File: config.mk
export PLATFORM = sky130hd
export DESIGN_NAME = rf_writeback
export DESIGN_NICKNAME = d
export VERILOG_FILES = /design/src/rtl/rf_wb_pkg.sv /design/src/rtl/rf_wb_fifo.sv /design/src/rtl/rf_writeback.sv
export SDC_FILE = /design/constraint.sdc
export NUM_CORES = 1
export LEC_CHECK = 0
export CAP_MARGIN = 20
export CORE_UTILIZATION = 42
export DETAILED_ROUTE_END_ITERATION = 7
export PLACE_DENSITY = 0.69
export SLEW_MARGIN = 0
export SYNTH_ARGS = -nofsm -noshare
export SYNTH_HDL_FRONTEND = slang
export SYNTH_HIERARCHICAL = 1
export SYNTH_SLANG_ARGS = --single-unit
File: constraint.sdc
create_clock -name clk -period 6.93 [get_ports clk]
set_input_delay 1.386 -clock clk [delete_from_list [all_inputs] [get_ports clk]]
set_output_delay 1.386 -clock clk [all_outputs]
set_load 0.05 [all_outputs]
File: src/rtl/rf_wb_pkg.sv
// rf_wb_pkg: shared widths, the buffered long-result entry type and a small
// helper used by the register-file write-back arbiter and its FIFO.
//   DW         data width
//   AW         register address width
//   NREG       number of architectural registers (2**AW)
//   wb_entry_t one long-unit result: destination register + data
package rf_wb_pkg;

  localparam int DW   = 32;
  localparam int AW   = 5;
  localparam int NREG = 2 ** AW;

  typedef struct packed {
    logic [AW-1:0] rd;
    logic [DW-1:0] data;
  } wb_entry_t;

  // Register 0 is hard-wired; writes to it are dropped everywhere.
  function automatic logic is_zero_rd(input logic [AW-1:0] rd);
    return (rd == '0);
  endfunction

endpackage

File: src/rtl/rf_wb_fifo.sv
// rf_wb_fifo: small circular buffer for long-latency write-back results.
// Ports:
//   clk, rst_n   clock, asynchronous active-low reset (drops all entries)
//   push         write push_data at the tail (ignored when full, unless
//                a pop happens in the same cycle)
//   push_data    entry to enqueue
//   pop          remove the head entry (ignored when empty)
//   head         current head entry (valid while !empty)
//   full, empty  occupancy flags
module rf_wb_fifo
  import rf_wb_pkg::*;
#(
  parameter int  DEPTH   = 2,
  parameter type entry_t = wb_entry_t
) (
  input  logic   clk,
  input  logic   rst_n,
  input  logic   push,
  input  entry_t push_data,
  input  logic   pop,
  output entry_t head,
  output logic   full,
  output logic   empty
);

  localparam int PW = $clog2(DEPTH);

  // One extra pointer bit distinguishes full from empty when the
  // index bits match.
  logic [PW:0] wr_ptr_q, wr_ptr_d;
  logic [PW:0] rd_ptr_q, rd_ptr_d;
  logic        do_push, do_pop;
  entry_t      mem_q [DEPTH];

  always_comb begin
    empty    = (wr_ptr_q == rd_ptr_q);
    full     = (wr_ptr_q[PW] != rd_ptr_q[PW]) &&
               (wr_ptr_q[PW-1:0] == rd_ptr_q[PW-1:0]);
    do_pop   = pop & ~empty;
    do_push  = push & (~full | do_pop);
    wr_ptr_d = wr_ptr_q;
    rd_ptr_d = rd_ptr_q;
    if (do_push) wr_ptr_d = wr_ptr_q + {{PW{1'b0}}, 1'b1};
    if (do_pop)  rd_ptr_d = rd_ptr_q + {{PW{1'b0}}, 1'b1};
    head     = mem_q[rd_ptr_q[PW-1:0]];
  end

  always_ff @(posedge clk or negedge rst_n) begin
    if (!rst_n) begin
      wr_ptr_q <= '0;
      rd_ptr_q <= '0;
    end else begin
      wr_ptr_q <= wr_ptr_d;
      rd_ptr_q <= rd_ptr_d;
    end
  end

  // Storage needs no reset; the pointers alone define which slots are live.
  always_ff @(posedge clk) begin
    if (do_push) mem_q[wr_ptr_q[PW-1:0]] <= push_data;
  end

endmodule

File: src/rtl/rf_writeback.sv
// rf_writeback: drives the register-file write port from the in-order
// pipeline and a buffered multi-cycle unit, and keeps a per-register busy
// scoreboard for decode.
// Ports:
//   clk, rst_n              clock, asynchronous active-low reset
//   p_valid/p_rd/p_data     pipeline result (never stalled, highest priority)
//   l_valid/l_rd/l_data     long-unit result, accepted when l_ready
//   l_ready                 FIFO not full
//   iss_valid/iss_rd        long op issued this cycle (marks rd busy)
//   chk_rs1/chk_rs2         decode source registers to check
//   hazard                  decode must stall
//   busy                    scoreboard, bit 0 always 0
//   rf_we/rf_waddr/rf_wdata registered RF write port
module rf_writeback
  import rf_wb_pkg::*;
#(
  parameter int DEPTH = 2
) (
  input  logic            clk,
  input  logic            rst_n,
  input  logic            p_valid,
  input  logic [AW-1:0]   p_rd,
  input  logic [DW-1:0]   p_data,
  input  logic            l_valid,
  output logic            l_ready,
  input  logic [AW-1:0]   l_rd,
  input  logic [DW-1:0]   l_data,
  input  logic            iss_valid,
  input  logic [AW-1:0]   iss_rd,
  input  logic [AW-1:0]   chk_rs1,
  input  logic [AW-1:0]   chk_rs2,
  output logic            hazard,
  output logic [NREG-1:0] busy,
  output logic            rf_we,
  output logic [AW-1:0]   rf_waddr,
  output logic [DW-1:0]   rf_wdata
);

  wb_entry_t       push_entry, head;
  logic            fifo_full, fifo_empty, fifo_push, fifo_pop;
  logic            p_grant, pop_write;

  logic            rf_we_q, rf_we_d;
  logic [AW-1:0]   rf_waddr_q, rf_waddr_d;
  logic [DW-1:0]   rf_wdata_q, rf_wdata_d;
  logic [NREG-1:0] busy_q, busy_d;

  rf_wb_fifo #(
    .DEPTH   (DEPTH),
    .entry_t (wb_entry_t)
  ) u_fifo (
    .clk       (clk),
    .rst_n     (rst_n),
    .push      (fifo_push),
    .push_data (push_entry),
    .pop       (fifo_pop),
    .head      (head),
    .full      (fifo_full),
    .empty     (fifo_empty)
  );

  // Slot arbitration: a pipeline write to r0 does not occupy the slot, so
  // the FIFO head may use it. Popped r0 entries are consumed silently.
  always_comb begin
    l_ready         = ~fifo_full;
    fifo_push       = l_valid & ~fifo_full;
    push_entry.rd   = l_rd;
    push_entry.data = l_data;

    p_grant   = p_valid & ~is_zero_rd(p_rd);
    fifo_pop  = ~p_grant & ~fifo_empty;
    pop_write = fifo_pop & ~is_zero_rd(head.rd);

    rf_we_d    = p_grant | pop_write;
    rf_waddr_d = rf_waddr_q;
    rf_wdata_d = rf_wdata_q;
    if (p_grant) begin
      rf_waddr_d = p_rd;
      rf_wdata_d = p_data;
    end else if (pop_write) begin
      rf_waddr_d = head.rd;
      rf_wdata_d = head.data;
    end

    // Clear is applied before set so a same-edge issue to the same rd wins.
    busy_d = busy_q;
    if (pop_write) busy_d[head.rd] = 1'b0;
    if (iss_valid && !is_zero_rd(iss_rd)) busy_d[iss_rd] = 1'b1;
    busy_d[0] = 1'b0;

    hazard = busy_q[chk_rs1] | busy_q[chk_rs2] | (iss_valid & busy_q[iss_rd]);
  end

  always_ff @(posedge clk or negedge rst_n) begin
    if (!rst_n) begin
      rf_we_q    <= 1'b0;
      rf_waddr_q <= '0;
      rf_wdata_q <= '0;
      busy_q     <= '0;
    end else begin
      rf_we_q    <= rf_we_d;
      rf_waddr_q <= rf_waddr_d;
      rf_wdata_q <= rf_wdata_d;
      busy_q     <= busy_d;
    end
  end

  assign rf_we    = rf_we_q;
  assign rf_waddr = rf_waddr_q;
  assign rf_wdata = rf_wdata_q;
  assign busy     = busy_q;

endmodule

* After elaboration in Yosys (flattened, before gate mapping)
Memories as Yosys holds them, arrays and structs flattened. Index checks and enable logic that the tools add are counted.
Word-level totals: bits in registers 73, memory bits (writable) 74, input port bits 94, output and inout port bits 72, logic and storage cells 64, memories kept 1
Cells by class: add/sub/neg operators 2, magnitude comparators 6, eq/ne operators 3, multiplexer cells 18, bitwise logic cells 19, reduce and logical (&&, ||, !) cells 9
Memories:
- u_fifo.mem_q | depth 2, bits a word 37, read ports 1, clocked after memory_dff 0, write ports 1, line rf_wb_fifo.sv:33 | entry_t mem_q [DEPTH];
Operators with widths (number):
- 2-to-1 mux 32 bit | 4
- AND 32 bit | 1
- inverter 32 bit | 1
- bitwise OR 32 bit | 1
- less-than comparator 5 x 6 -> 1 bit (second input constant) | 4
- binary-select mux 1 bit (select 5 bit) | 3
- logical NOT 5 bit | 3
- demux 1 bit (select 5 bit) | 2
- greater-or-equal comparator 5 x 1 -> 1 bit (second input constant) | 2
- 2-to-1 mux 5 bit | 2
- AND 1 bit | 7
- 2-to-1 mux 1 bit | 7
- inverter 1 bit | 5
- adder 2 x 1 -> 2 bit (second input constant) | 2
- logical AND 1 bit | 4
- bitwise OR 1 bit | 4
- == test 2 bit | 1
- nonzero test 2 bit | 1
- == test 1 bit | 1
- logical NOT 1 bit | 1
- inequality test 1 bit | 1

* Longest topological paths before layout
word-level depth 10, mapped depth 11, mapped depth without buffers 7

* Modules after synthesis
The synthesis kept the hierarchy.
By module, submodules not included:
- rf_writeback | times used 1, cells an instance 391, area an instance 3983.8 um^2, sequential area each 1726.7 um^2
- rf_wb_fifo | times used 1, cells an instance 144, area an instance 2920.3 um^2, sequential area each 2322.2 um^2

* Least setup slack after synthesis
Ideal clock, no wire load.
path kind input -> register, from input p_rd[2], to memory u_fifo/mem_q[0][0] (netlist name) (enable), setup time 0.477 ns, arrival time 5.015 ns, required time 6.453 ns, slack 1.437 ns, stages 5, buffers on the path 0, cell sequence or4_1 -> o21ai_2 -> and2b_4 -> nor3_1 -> nor3_1
On the way: longest elaborated chain between the ends 10
RTL lines:
- start, declared | line rf_writeback.sv:22 | input logic [AW-1:0] p_rd,
- logical NOT 5 bit | line rf_wb_pkg.sv:20 | return (rd == '0);
- inverter 1 bit | line rf_writeback.sv:70 | p_grant = p_valid & ~is_zero_rd(p_rd);
- AND 1 bit | line rf_writeback.sv:70
- inverter 1 bit | line rf_writeback.sv:71 | fifo_pop = ~p_grant & ~fifo_empty;
- AND 1 bit | line rf_writeback.sv:71
- named net fifo_pop | line rf_writeback.sv:40 | logic fifo_full, fifo_empty, fifo_push, fifo_pop;
- AND 1 bit | line rf_wb_fifo.sv:39 | do_pop = pop & ~empty;
- bitwise OR 1 bit | line rf_wb_fifo.sv:40 | do_push = push & (~full | do_pop);
- AND 1 bit | line rf_wb_fifo.sv:40
- 2-to-1 mux 1 bit | line rf_wb_fifo.sv:60 | if (do_push) mem_q[wr_ptr_q[PW-1:0]] <= push_data;
- 2-to-1 mux 1 bit (implied by the code) | line rf_wb_fifo.sv:60
- end, declared | line rf_wb_fifo.sv:33
The timed path passes the listed nets, and every way through them passes these cells.

* Worst setup path after layout
from input iss_rd[0], to output hazard
On the way: longest elaborated chain between the ends 4
RTL lines:
- start, declared | line rf_writeback.sv:29 | input logic [AW-1:0] iss_rd,
- binary-select mux 1 bit (select 5 bit) | line rf_writeback.sv:91 | hazard = busy_q[chk_rs1] | busy_q[chk_rs2] | (iss_valid & busy_q[iss_rd]);
- 2-to-1 mux 1 bit (implied by the code) | line rf_writeback.sv:91
- AND 1 bit | line rf_writeback.sv:91
- bitwise OR 1 bit | line rf_writeback.sv:91
- end, declared | line rf_writeback.sv:32 | output logic hazard,
No other way between the ends. The select of a mux whose other input is x is not followed.

==> out/results.txt <==
vias in the first global route: 5215
fin crit period: 5.69 ns
vias per cell: 5.45
CTS root buf: clkbuf_16
die width: 130 um
P per Cell Area: 517 nW/um^2
DRC: 0
RSZ-0062 raised after global routing: false
placed cells: 886
Final Skew: 0.0114 ns
Starting DRT DRC Count: 384
Total GRT Usage: 0.220
status: completed
global route overflow: 0
DP Wirelength: 12500 um
Slew headroom: 0.315
WHS: 0.483 ns
largest net degree at the start of global routing: 76
cell mode on critical path: clkdlybuf4s50_1
Yosys reg bits: 147
area of the multi-input gates: 2660 um^2
Final TNS setup: 0 ns
clk_lat worst skew: 0.42 ns
worst-margin pin slew: 1.03 ns
final setup vio count: 0
Worst-path clk slew: 0.06 ns
cells after synthesis: 535
antenna-violating nets left: 0
hold bufs inserted after CTS: 0
crit path kind: in -> out
sequential cell area: 4050 um^2
async set or reset register ratio after synthesis: 0.497
DRT met1 WL: 6930 um
Post-Syn Area: 6900 um^2
die area: 17000 um^2
Post-synth EDFFs: 74
Slowest-stage cell, CP: clkdlybuf4s50_1
Die Ht: 130 um
post-synth net total: 629
P_leak: 0.00346 uW
Bufs and invs on worst path: 2
worst path arrival time: 4.31 ns
CTS tree: done
Starting Density: 0.433
CTS Buffer Depth: 2
Synth cell types: 48
metal2 WL: 8690 um
wire length per cell: 19.1 um
Via Count: 5003
Max Freq: 176 MHz
Top delay family on crit path: buffers and inverters
Finished Layout Cells: 918
Nets: 783
flop2flop setup slack: 3.64 ns
Area growth syn-to-layout: 34.1%
post_cts resized: 0
Power Total: 4780 uW
design area: 9260 um^2
CP required: 5.54 ns
Synth top area share: 0.322
Syn Area/Cell: 12.9 um^2
routability cong.: 0.884
share of cells above drive strength 1: 0.154
I/O Buffers: 164
H-Tree Depth: 4
placed inst area: 8680 um^2
clock sinks: 147
YS warnings: 6
DRT Pass-1 Iters: 5
core area: 15900 um^2
Synth Flop Type: edfxtp_1
HP Class: reg -> reg
Yosys top cell by area: edfxtp_1
Peak VDD IR: 0.316 mV
met3 WL: 1670 um
largest stage delay on the critical path: 1.08 ns
layout filler cell count: 1313
initial antenna violation count: 0
IO Count: 166
MaxCap Viol Count: 0
commonest non-fill, non-tap cell in the layout: clkdlybuf4s50_1
Post-CTS Setup Bufs: 0
CP Capture Type: output pin
CP Max Fanout: 23
row cnt: 46
global-route wire length before repair: 27700 um
final WL: 17500 um
sequential area share after synthesis: 0.586
Startpoint Class: primary input
Critical Path, Cell by Cell: clkdlybuf4s50_1 -> mux2i_1 -> mux4_2 -> nand2_1 -> o211ai_1 -> nand4_1 -> clkdlybuf4s50_1
ANT cells: 0
largest cells by area after synthesis: edfxtp_1, dfrtp_1, mux2i_1
highest routed layer: met4
Num CTS Buffers: 17
Tcrit/Tclk final: 0.821
final hold viol count: 0
Slew Limit Fails: 0
commonest non-fill, non-tap cells in the layout: clkdlybuf4s50_1, o21ai_1, edfxtp_1, dfrtp_1, mux2i_1
-- synth_stat cells (7+ instances only) --
cell / count
nand2_1: 47
mux2_2: 44
dfrtp_1: 73
o21ai_1: 100
mux4_2: 14
a21oi_1: 7
nand3b_1: 7
edfxtp_1: 74
mux2i_1: 53
nor2b_1: 7
clkbuf_1: 12
buf_2: 12
nor2_1: 12
-- where the power goes --
group | internal, uW | switching (uW) | leakage, uW | total, uW
clock network | 548 | 331 | 0.000285 | 879
registers | 1310 | 315 | 0.00155 | 1620
logic | 852 | 1430 | 0.00162 | 2280
-- kinds of logic (layout without fill, tap and decap cells) --
group	after synthesis	after routing	synth area share
AOI/OAI and AO/OA	125	125	0.0988
xor gates and xnor gates	2	2	0.00363
buffers and inverters	41	208	0.0321
DFF	147	147	0.586
muxes	111	111	0.194
other	1	1	0.000543
and+or+nand+nor	108	108	0.0843
-- state kept, by name (all words and copies together), names as in the netlist --
register	count
u_fifo/mem_q	74
rf_wdata	32
busy	31
rf_waddr	5
u_fifo/rd_ptr_q	2
u_fifo/wr_ptr_q	2
rf_we	1
-- cell type report --
| cell class | count | area share |
|---|---|---|
| Clock buffer | 23 | 0.0506 |
| Clock inverter | 9 | 0.0115 |
| Inverter | 7 | 0.00284 |
| Multi-Input combinational cell | 347 | 0.287 |
| Sequential cell | 147 | 0.438 |
| Tap cell | 216 | 0.0292 |
| Timing Repair Buffer | 169 | 0.181 |
-- tightest hold or removal path, delay by kind of cell, from the launching register on --
family,cells,cell delay (ns)
flip-flops,1,0.34
AO/OA/AOI/OAI,1,0.06
AND/OR/NAND/NOR,1,0.05
-- worst paths after layout --
kind                                    startpoint                  to  cells after the start
worst min register to register        rf_wdata[26]        rf_wdata[26]                      2
min in group asynchronous                    rst_n        rf_wdata[15]                      1
worst min-delay path                  rf_wdata[26]        rf_wdata[26]                      2
max in group asynchronous                    rst_n  u_fifo/rd_ptr_q[0]                      1
worst max register to register  u_fifo/rd_ptr_q[0]        rf_wdata[25]                      6
worst max-delay path                     iss_rd[0]              hazard                      7
-- per-layer routing --
metal	global-route usage	up-vias
li1	-	2299
met3	0.0759	23
met4	0.0739	0
met1	0.269	2454
met2	0.365	227
met5	0	-
-- through the flow --
stage | setup WS, ns | util
finish | 1.24 | 0.581
global placement | 1.35 | 0.545
CTS | 1.28 | 0.581
detailed placement | 1.28 | 0.545
global route | 1.10 | 0.581
floorplan | 1.44 | -
(Power assumes the default switching activity.)
